**src/rtl/mire_writer_if.sv**
```systemverilog
`default_nettype none
// ============================================================================
//  Module   : mire_writer_if
//  Purpose  : Wishbone classic bus bundle between the mire writer (master)
//             and the shared SDRAM arbiter port (slave).
//  Revision : 1.0 - initial release
// ============================================================================
interface mire_writer_if;
    logic        cyc;
    logic        stb;
    logic        we;
    logic [31:0] adr;
    logic [31:0] dat_ms;
    logic [3:0]  sel;
    logic [2:0]  cti;
    logic [1:0]  bte;
    logic        ack;
    logic        err;
    logic        rty;

    modport master (
        output cyc, stb, we, adr, dat_ms, sel, cti, bte,
        input  ack, err, rty
    );

    modport slave (
        input  cyc, stb, we, adr, dat_ms, sel, cti, bte,
        output ack, err, rty
    );
endinterface
`default_nettype wire

```
**src/rtl/mire_writer.sv**
```systemverilog
`default_nettype none
// ============================================================================
//  Module   : mire_writer
//  Purpose  : Wishbone classic write master that paints a grid test pattern
//             into the framebuffer, frame after frame, releasing the bus
//             after every BURST writes so the display reader keeps its share.
//  Revision : 1.0 - initial release
// ============================================================================
module mire_writer #(
    parameter int          HDISP     = 800,
    parameter int          VDISP     = 480,
    parameter logic [31:0] BASE_ADDR = 32'h0,
    parameter int          BURST     = 64,
    parameter int          GRID      = 16
) (
    input  wire logic      sys_clk,
    input  wire logic      sys_rst,
    input  wire logic      en,
    mire_writer_if.master  wb,
    output logic           frame_done
);

    localparam int c_XW = (HDISP > 1) ? $clog2(HDISP) : 1;
    localparam int c_YW = (VDISP > 1) ? $clog2(VDISP) : 1;
    localparam int c_BW = (BURST > 1) ? $clog2(BURST) : 1;

    localparam logic [c_XW-1:0] c_X_LAST  = c_XW'(HDISP - 1);
    localparam logic [c_YW-1:0] c_Y_LAST  = c_YW'(VDISP - 1);
    localparam logic [c_XW-1:0] c_X_GMASK = c_XW'(GRID - 1);
    localparam logic [c_YW-1:0] c_Y_GMASK = c_YW'(GRID - 1);
    localparam logic [c_BW-1:0] c_B_LAST  = c_BW'(BURST - 1);

    localparam logic [1:0] c_ST_IDLE    = 2'd0;
    localparam logic [1:0] c_ST_WRITE   = 2'd1;
    localparam logic [1:0] c_ST_RELEASE = 2'd2;

    logic [1:0]      r_state;
    logic [c_XW-1:0] r_x;
    logic [c_YW-1:0] r_y;
    logic [31:0]     r_lin;      // running y*HDISP + x, avoids a multiplier
    logic [c_BW-1:0] r_burst;
    logic            r_cyc;
    logic            r_stb;
    logic            r_we;
    logic [3:0]      r_sel;
    logic [31:0]     r_adr;
    logic [31:0]     r_dat;
    logic            r_frame_done;

    logic            w_x_last;
    logic            w_y_last;
    logic            w_frame_end;
    logic [c_XW-1:0] w_x_nxt;
    logic [c_YW-1:0] w_y_nxt;
    logic [31:0]     w_lin_nxt;
    logic [31:0]     w_adr_cur;
    logic [31:0]     w_adr_nxt;
    logic [31:0]     w_dat_cur;
    logic [31:0]     w_dat_nxt;
    logic            w_done;

    // White grid lines every GRID pixels plus a one-pixel border on the far edges.
    function automatic logic [23:0] f_pixel(input logic [c_XW-1:0] px,
                                            input logic [c_YW-1:0] py);
        logic white;
        white = ((px & c_X_GMASK) == '0) || ((py & c_Y_GMASK) == '0) ||
                (px == c_X_LAST) || (py == c_Y_LAST);
        return white ? 24'hFFFFFF : 24'h000000;
    endfunction

    // Next raster position and the request words for current and next pixel.
    always_comb begin
        w_x_last    = (r_x == c_X_LAST);
        w_y_last    = (r_y == c_Y_LAST);
        w_frame_end = w_x_last && w_y_last;
        w_x_nxt     = w_x_last ? '0 : r_x + 1'b1;
        w_y_nxt     = r_y;
        if (w_x_last) begin
            w_y_nxt = w_y_last ? '0 : r_y + 1'b1;
        end
        w_lin_nxt   = w_frame_end ? 32'd0 : r_lin + 32'd1;
        w_adr_cur   = BASE_ADDR + (r_lin << 2);
        w_adr_nxt   = BASE_ADDR + (w_lin_nxt << 2);
        w_dat_cur   = {8'h00, f_pixel(r_x, r_y)};
        w_dat_nxt   = {8'h00, f_pixel(w_x_nxt, w_y_nxt)};
        w_done      = wb.ack || wb.err;     // err completes the transfer, pixel lost
    end

    // Bus FSM: issue writes, advance raster on completion, release periodically.
    always_ff @(posedge sys_clk) begin
        if (sys_rst) begin
            r_state      <= c_ST_IDLE;
            r_x          <= '0;
            r_y          <= '0;
            r_lin        <= '0;
            r_burst      <= '0;
            r_cyc        <= 1'b0;
            r_stb        <= 1'b0;
            r_we         <= 1'b0;
            r_sel        <= 4'h0;
            r_adr        <= 32'h0;
            r_dat        <= 32'h0;
            r_frame_done <= 1'b0;
        end else begin
            r_frame_done <= 1'b0;
            case (r_state)
                c_ST_IDLE: begin
                    if (en) begin
                        r_state <= c_ST_WRITE;
                        r_cyc   <= 1'b1;
                        r_stb   <= 1'b1;
                        r_we    <= 1'b1;
                        r_sel   <= 4'hF;
                        r_adr   <= w_adr_cur;
                        r_dat   <= w_dat_cur;
                    end
                end
                c_ST_WRITE: begin
                    if (!r_stb) begin
                        // one-cycle gap after rty is over: re-issue same request
                        r_stb <= 1'b1;
                    end else if (w_done) begin
                        r_x          <= w_x_nxt;
                        r_y          <= w_y_nxt;
                        r_lin        <= w_lin_nxt;
                        r_frame_done <= w_frame_end;
                        if ((r_burst == c_B_LAST) || !en) begin
                            r_state <= c_ST_RELEASE;
                            r_burst <= '0;
                            r_cyc   <= 1'b0;
                            r_stb   <= 1'b0;
                            r_we    <= 1'b0;
                            r_sel   <= 4'h0;
                            r_adr   <= 32'h0;
                            r_dat   <= 32'h0;
                        end else begin
                            r_burst <= r_burst + 1'b1;
                            r_adr   <= w_adr_nxt;
                            r_dat   <= w_dat_nxt;
                        end
                    end else if (wb.rty) begin
                        r_stb <= 1'b0;
                    end
                end
                c_ST_RELEASE: begin
                    if (en) begin
                        r_state <= c_ST_WRITE;
                        r_cyc   <= 1'b1;
                        r_stb   <= 1'b1;
                        r_we    <= 1'b1;
                        r_sel   <= 4'hF;
                        r_adr   <= w_adr_cur;
                        r_dat   <= w_dat_cur;
                    end else begin
                        r_state <= c_ST_IDLE;
                    end
                end
                default: begin
                    r_state <= c_ST_IDLE;
                end
            endcase
        end
    end

    assign wb.cyc     = r_cyc;
    assign wb.stb     = r_stb;
    assign wb.we      = r_we;
    assign wb.sel     = r_sel;
    assign wb.adr     = r_adr;
    assign wb.dat_ms  = r_dat;
    assign wb.cti     = 3'b000;
    assign wb.bte     = 2'b00;
    assign frame_done = r_frame_done;

endmodule
`default_nettype wire
```
**src/flat_wrapper.sv**
```systemverilog
// flat-port wrapper written by rule: the top's interface ports become plain ports
module mire_writer_flat 
#(
    parameter int          HDISP     = 800,
    parameter int          VDISP     = 480,
    parameter logic [31:0] BASE_ADDR = 32'h0,
    parameter int          BURST     = 64,
    parameter int          GRID      = 16
)
  (sys_clk, sys_rst, en, frame_done, wb_cyc, wb_stb, wb_we, wb_adr, wb_dat_ms, wb_sel, wb_cti, wb_bte, wb_ack, wb_err, wb_rty);
  mire_writer_if wb_i ();
  input  wire logic sys_clk;
  input  wire logic sys_rst;
  input  wire logic en;
  output logic frame_done;
  output wire logic [$bits(wb_i.cyc)-1:0] wb_cyc;
  output wire logic [$bits(wb_i.stb)-1:0] wb_stb;
  output wire logic [$bits(wb_i.we)-1:0] wb_we;
  output wire logic [$bits(wb_i.adr)-1:0] wb_adr;
  output wire logic [$bits(wb_i.dat_ms)-1:0] wb_dat_ms;
  output wire logic [$bits(wb_i.sel)-1:0] wb_sel;
  output wire logic [$bits(wb_i.cti)-1:0] wb_cti;
  output wire logic [$bits(wb_i.bte)-1:0] wb_bte;
  input wire logic [$bits(wb_i.ack)-1:0] wb_ack;
  input wire logic [$bits(wb_i.err)-1:0] wb_err;
  input wire logic [$bits(wb_i.rty)-1:0] wb_rty;
  assign wb_cyc = wb_i.cyc;
  assign wb_stb = wb_i.stb;
  assign wb_we = wb_i.we;
  assign wb_adr = wb_i.adr;
  assign wb_dat_ms = wb_i.dat_ms;
  assign wb_sel = wb_i.sel;
  assign wb_cti = wb_i.cti;
  assign wb_bte = wb_i.bte;
  assign wb_i.ack = wb_ack;
  assign wb_i.err = wb_err;
  assign wb_i.rty = wb_rty;
  mire_writer #(.HDISP(HDISP), .VDISP(VDISP), .BASE_ADDR(BASE_ADDR), .BURST(BURST), .GRID(GRID)) u_core (.sys_clk(sys_clk), .sys_rst(sys_rst), .en(en), .wb(wb_i), .frame_done(frame_done));
endmodule
```
**config.mk**
```make
export PLATFORM = sky130hd
export DESIGN_NAME = mire_writer_flat
export DESIGN_NICKNAME = d
export VERILOG_FILES = /design/src/rtl/mire_writer_if.sv /design/src/rtl/mire_writer.sv /design/src/flat_wrapper.sv
export SDC_FILE = /design/constraint.sdc
export NUM_CORES = 1
export LEC_CHECK = 0
export CAP_MARGIN = 10
export CORE_UTILIZATION = 49
export CTS_CLUSTER_SIZE = 16
export DETAILED_ROUTE_END_ITERATION = 16
export HOLD_SLACK_MARGIN = 0.12
export PLACE_DENSITY = 0.78
export SYNTH_ARGS = -nofsm -noshare
export SYNTH_HDL_FRONTEND = slang
export SYNTH_SLANG_ARGS = --single-unit
```
**constraint.sdc**
```tcl
create_clock -name sys_clk -period 2.4 [get_ports sys_clk]
set_input_delay 0.48 -clock sys_clk [delete_from_list [all_inputs] [get_ports sys_clk]]
set_output_delay 0.48 -clock sys_clk [all_outputs]
set_load 0.03 [all_outputs]
```
-- Word-level counts from Yosys, hierarchy flattened
Cells that the tools add are included.
- bits in registers: 130
- word-level logic and storage cells: 91
- $add $sub $neg: 4
- equality and inequality tests: 12
- multiplexer cells: 38
- bitwise logic cells: 3
- reductions and logical operators: 23
- operators with widths (cell ; number):
    32-bit 2-to-1 mux ; 8
    32-bit case mux with 2 select lines ; 2
    24-bit 2-to-1 mux ; 3
    32-bit by 1-bit adder with 32-bit output, second input constant ; 1
    10-bit == test, second input constant ; 2
    10-bit zero test ; 2
    9-bit == test, second input constant ; 2
    9-bit zero test ; 2
    9-bit 2-to-1 mux ; 2
    4-bit 2-to-1 mux ; 4
    10-bit by 1-bit adder with 10-bit output, second input constant ; 1
    10-bit 2-to-1 mux ; 1
    9-bit by 1-bit adder with 9-bit output, second input constant ; 1
    1-bit 2-to-1 mux ; 9
    1-bit logical OR ; 8
    2-bit 2-to-1 mux ; 4
    2-bit by 1-bit != test with 1-bit output, second input constant ; 4
    4-bit case mux with 2 select lines ; 1
    4-bit AND reduction ; 2
    6-bit by 1-bit adder with 6-bit output, second input constant ; 1
    6-bit == test, second input constant ; 1
    6-bit 2-to-1 mux ; 1
    2-bit case mux with 3 select lines ; 1
    5-bit AND reduction ; 1
    13 further kinds ; 16

-- Logic depth before layout (Yosys ltp)
- word-level depth: 12
- depth in mapped cells: 9
- mapped depth without buffers: 7

-- Worst setup path after synthesis
Ideal clock, no wire load.
- kind: flip-flop to flip-flop
- start: reg u_core.r_y[1]
- end: reg u_core.r_adr[8] (netlist: u_core.wb.adr[8])
- setup time: 0.128 ns
- arrival time: 2.145 ns
- path slack: 0.127 ns
- cell stages (with the launch flop): 10
- path buffers: 2
- period minus slack after synthesis: 2.273 ns
- path through: dfxtp_1 ha_1 nand4_2 or2_2 clkbuf_8 o2111ai_1 buf_2 o21ai_0 a222oi_1 nor2_1
- cells in the longest elaborated chain, start to end: 7
- RTL lines (item ; RTL line ; text):
    start, declared ; mire_writer.sv:39 ; logic [c_YW-1:0] r_y;
    start signal, assigned ; mire_writer.sv:124 ; r_y <= w_y_nxt;
    9-bit == test ; mire_writer.sv:74 ; w_y_last = (r_y == c_Y_LAST);
    1-bit logical AND ; mire_writer.sv:75 ; w_frame_end = w_x_last && w_y_last;
    32-bit 2-to-1 mux ; mire_writer.sv:81 ; w_lin_nxt = w_frame_end ? 32'd0 : r_lin + 32'd1;
    32-bit 2-to-1 mux ; mire_writer.sv:127 ; if ((r_burst == c_B_LAST) || !en) begin
    32-bit 2-to-1 mux ; mire_writer.sv:122 ; end else if (w_done) begin
    32-bit 2-to-1 mux ; mire_writer.sv:119 ; if (!r_stb) begin
    32-bit case mux with 2 select lines ; mire_writer.sv:106 ; case (r_state)
    end signal, assigned ; mire_writer.sv:114 ; r_adr <= w_adr_cur;
    end signal, assigned ; mire_writer.sv:138 ; r_adr <= w_adr_nxt;
    end signal, assigned ; mire_writer.sv:152 ; r_adr <= w_adr_cur;
    end, declared ; mire_writer.sv:46 ; logic [31:0] r_adr;
No other way between the ends. The select of a mux whose other input is x is not followed.
A chain may end at the register's enable or synchronous reset.

-- Worst setup path after layout
- start: reg u_core.r_lin[13]
- end: reg u_core.r_adr[31] (netlist: u_core.wb.adr[31])
- cells in the longest elaborated chain, start to end: 6
- RTL lines (item ; RTL line ; text):
    start, declared ; mire_writer.sv:40 ; logic [31:0] r_lin;
    start signal, assigned ; mire_writer.sv:125 ; r_lin <= w_lin_nxt;
    32-bit by 1-bit adder with 32-bit output ; mire_writer.sv:81 ;
    32-bit 2-to-1 mux ; mire_writer.sv:81 ;
    32-bit 2-to-1 mux ; mire_writer.sv:127 ;
    32-bit 2-to-1 mux ; mire_writer.sv:122 ;
    32-bit 2-to-1 mux ; mire_writer.sv:119 ;
    32-bit case mux with 2 select lines ; mire_writer.sv:106 ;
No other way between the ends. The select of a mux whose other input is x is not followed.

==> summary.txt <==
vias in the first global route: 5074
sequential area share after synthesis: 34.2%
Die Height: 106 um
CTS tree: yes
kind of critical path: reg2reg
clock period minus worst slack: 2.28 ns
Worst-path clk slew: 0.09 ns
Slew Limit Fails: 0
CP Data Required Time: 2.66 ns
WL/cell: 15.5 um
final cell count without fillers: 923
DR vias/cell: 5.92
Synth cell types: 63
Layout area overhead: 21.9%
Final ANT Viol Nets: 0
Clk Latency, worst-skew pair: 0.38 ns
Async SR Flop Fraction: 0%
detailed placement HPWL: 10100 um
Synth Instances: 707
share of layout cells above drive strength 1: 14.2%
CP startpoint kind: flip-flop
first-pass GRT wire length: 23700 um
post-layout utilization of the core: 62.3%
Clock Tree Buf Depth: 2
Max Clock Freq: 438 MHz
GRT Util Overall: 26.0%
IO Port Bufs: 67
Main synth FF type: dfxtp_1
critical path data arrival time: 2.54 ns
maximum VDD drop: 0.251 mV
via count: 5463
H-tree Lvls: 3
Worst slew margin: 62.5%
antenna cells: 0
Fin. Hold Viols: 0
Post-synth EDFFs: 0
post-synthesis register bit count: 91
total clock sinks: 91
worst clock skew: 0.0125 ns
row count: 37
Hold WC Path Type: reg2reg
Crit path largest cell delay: 0.50 ns
WL final: 14300 um
Worst setup EP type: flip-flop
Reg2Reg Depth: 7
grt ovf: 0
gpl congestion: 0.946
root buf cell: clkbuf_8
core area: 0.0104 sq mm
CP max stage cell: or4_4
largest net degree at the start of global routing: 34
Hold Crit Depth: 2
worst hold slack: 0.460 ns
die area: 0.0113 sq mm
CP Max Fanout: 6
# setup viols final: 0
Leakage: 2.26 nW
TNS Setup: 0 ns
effective utilization at floorplan: 51.2%
CP Cell Sequence: nand4_4, or4_4, nor4_1, buf_4, xor2_1, a221oi_1, nor3_1
status: complete, no violations
mapped cell area: 0.00533 sq mm
worst slew pin tran: 0.563 ns
Crit path depth: 7
Placed Cells: 908
I/O pins: 83
Syn Area/Cell: 7.54 sq um
router iterations before antenna repair: 7
initial antenna violation count: 0
RSZ-0062 raised after global routing: no
Top Family by Delay on Critical Path: simple AND/OR/NAND/NOR gates
Horiz. Die Dim: 106 um
DRT iter0 DRCs: 504
Worst Path Buf+Inv: 1
nets@finish: 797
Max-Cap Viols: 0
TritonCTS Buffers: 9
fin crit share: 95.0%
DRC viols: 0
Warnings, synthesis: 0
pwr dens: 503 mW/mm^2
registers in the layout, indices dropped and copies added, names as in the netlist:
register	flops
u_core.r_lin	30
u_core.r_y	9
u_core.wb.adr	30
u_core.wb.dat_ms	1
u_core.r_burst	6
u_core.wb.stb	1
u_core.r_x	10
u_core.wb.sel	1
u_core.frame_done	1
u_core.r_state	2
tightest hold or removal path, delay by kind of cell, from the launching register on:
| kind | cells | cell delay (ns) |
|---|---|---|
| DFF | 1 | 0.32 |
| and+or+nand+nor | 1 | 0.05 |
| AOI/OAI and AO/OA | 1 | 0.05 |
routing by layer:
layer	routed length, um	part of all wire [%]	global-route usage (%)
met1	6060	42	32.0
met2	6770	47	43.2
met3	1040	7.3	4.48
met5	0	0	0
met4	396	2.8	13.9
final cells by class:
class	count	area (sq um)
tap	136	170
fill	911	3920
clock buffer	10	138
timing repair buffer	142	1270
clock inverter	5	77.6
sequential	91	1820
inverter	13	48.8
multi-input combinational	526	2970
kinds of logic (layout without fill, tap and decap cells):
| group | Yosys count | in the layout | synth area share (%) |
|---|---|---|---|
| and+or+nand+nor | 294 | 294 | 27.8 |
| AOI/OAI and AO/OA | 191 | 191 | 21.5 |
| buffers and inverters | 104 | 170 | 11.5 |
| DFF | 91 | 91 | 34.2 |
| xor gates and xnor gates | 16 | 16 | 2.63 |
| adders and majority gates | 8 | 8 | 1.88 |
| muxes | 2 | 2 | 0.376 |
| other | 1 | 15 | 0.0704 |
worst paths after layout:
| kind | start | end | slack (ns) |
|---|---|---|---|
| worst max register to register | u_core.r_lin[13] | u_core.wb.adr[31] | 0.12 |
| worst min-delay path | u_core.wb.adr[14] | u_core.wb.adr[14] | 0.46 |
| worst min register to register | u_core.wb.adr[14] | u_core.wb.adr[14] | 0.46 |
| worst max-delay path | u_core.r_lin[13] | u_core.wb.adr[31] | 0.12 |
power by group:
part           total, W  leakage (nW)  switching [W]  internal (W)
sequential      0.00155         0.736      0.0000191       0.00153
clock           0.00115         0.108       0.000548      0.000606
combinational  0.000560          1.41       0.000353      0.000207
Yosys cell counts, drive strengths merged (3+ instances only):
library cell	number	share of area, %
nand3	28	2.6
ha	8	1.9
a311oi	4	0.66
xnor2	8	1.3
buf	52	7.2
or3	16	1.9
nor2	78	5.8
a22oi	21	3.0
clkbuf	37	3.0
o31ai	5	0.70
a211oi	7	0.99
nor2b	8	0.94
xor2	8	1.3
nand2	71	5.0
nor4	11	1.3
a21oi	54	5.1
or4	6	0.92
and2	4	0.47
nor3	33	3.3
dfxtp	91	34
nand4	12	1.8
nand3b	3	0.42
a221oi	3	0.49
and3	10	1.2
a31oi	15	1.8
or2	4	0.47
and4	6	0.99
inv	13	0.92
o21ai	66	6.2
through the flow:
stage	area [sq um]	power [W]	setup WS [ns]
floorplan	5380	0.00198	0.127
global placement	6260	0.00214	-0.0950
detailed placement	6260	0.00215	-0.189
CTS	6470	0.00329	0.0962
global route	6490	0.00339	0.0193
finish	6490	0.00327	0.119
what timing repair did:
item | CTS | global route
setup buffers | 0 | 0
hold buffers | 0 | 0
setup endpoints to repair | 0 | 5
hold endpoints to repair | 0 | 0
resized for setup | 0 | 6
cell usage in the layout (no fill, tap or decap), types with 3 or more instances in the layout:
cell / instances
or3_1: 15
ha_1: 8
and3_1: 9
a311oi_1: 4
a31oi_1: 15
nor4_1: 11
or2_2: 4
a221oi_1: 3
clkbuf_8: 10
nand3_1: 27
and4_1: 5
dfxtp_1: 91
xor2_1: 8
a211oi_1: 7
o21ai_0: 66
inv_1: 13
nor2b_1: 8
nand3b_1: 3
nor2_1: 74
a22oi_1: 21
nor3_1: 30
conb_1: 15
buf_12: 3
xnor2_1: 8
a21oi_1: 54
nor2_2: 3
or4_1: 5
nand4_1: 10
clkdlybuf4s50_1: 66
buf_4: 71
nand2_1: 70
o31ai_1: 5
and2_1: 4
(Power assumes the default switching activity.)
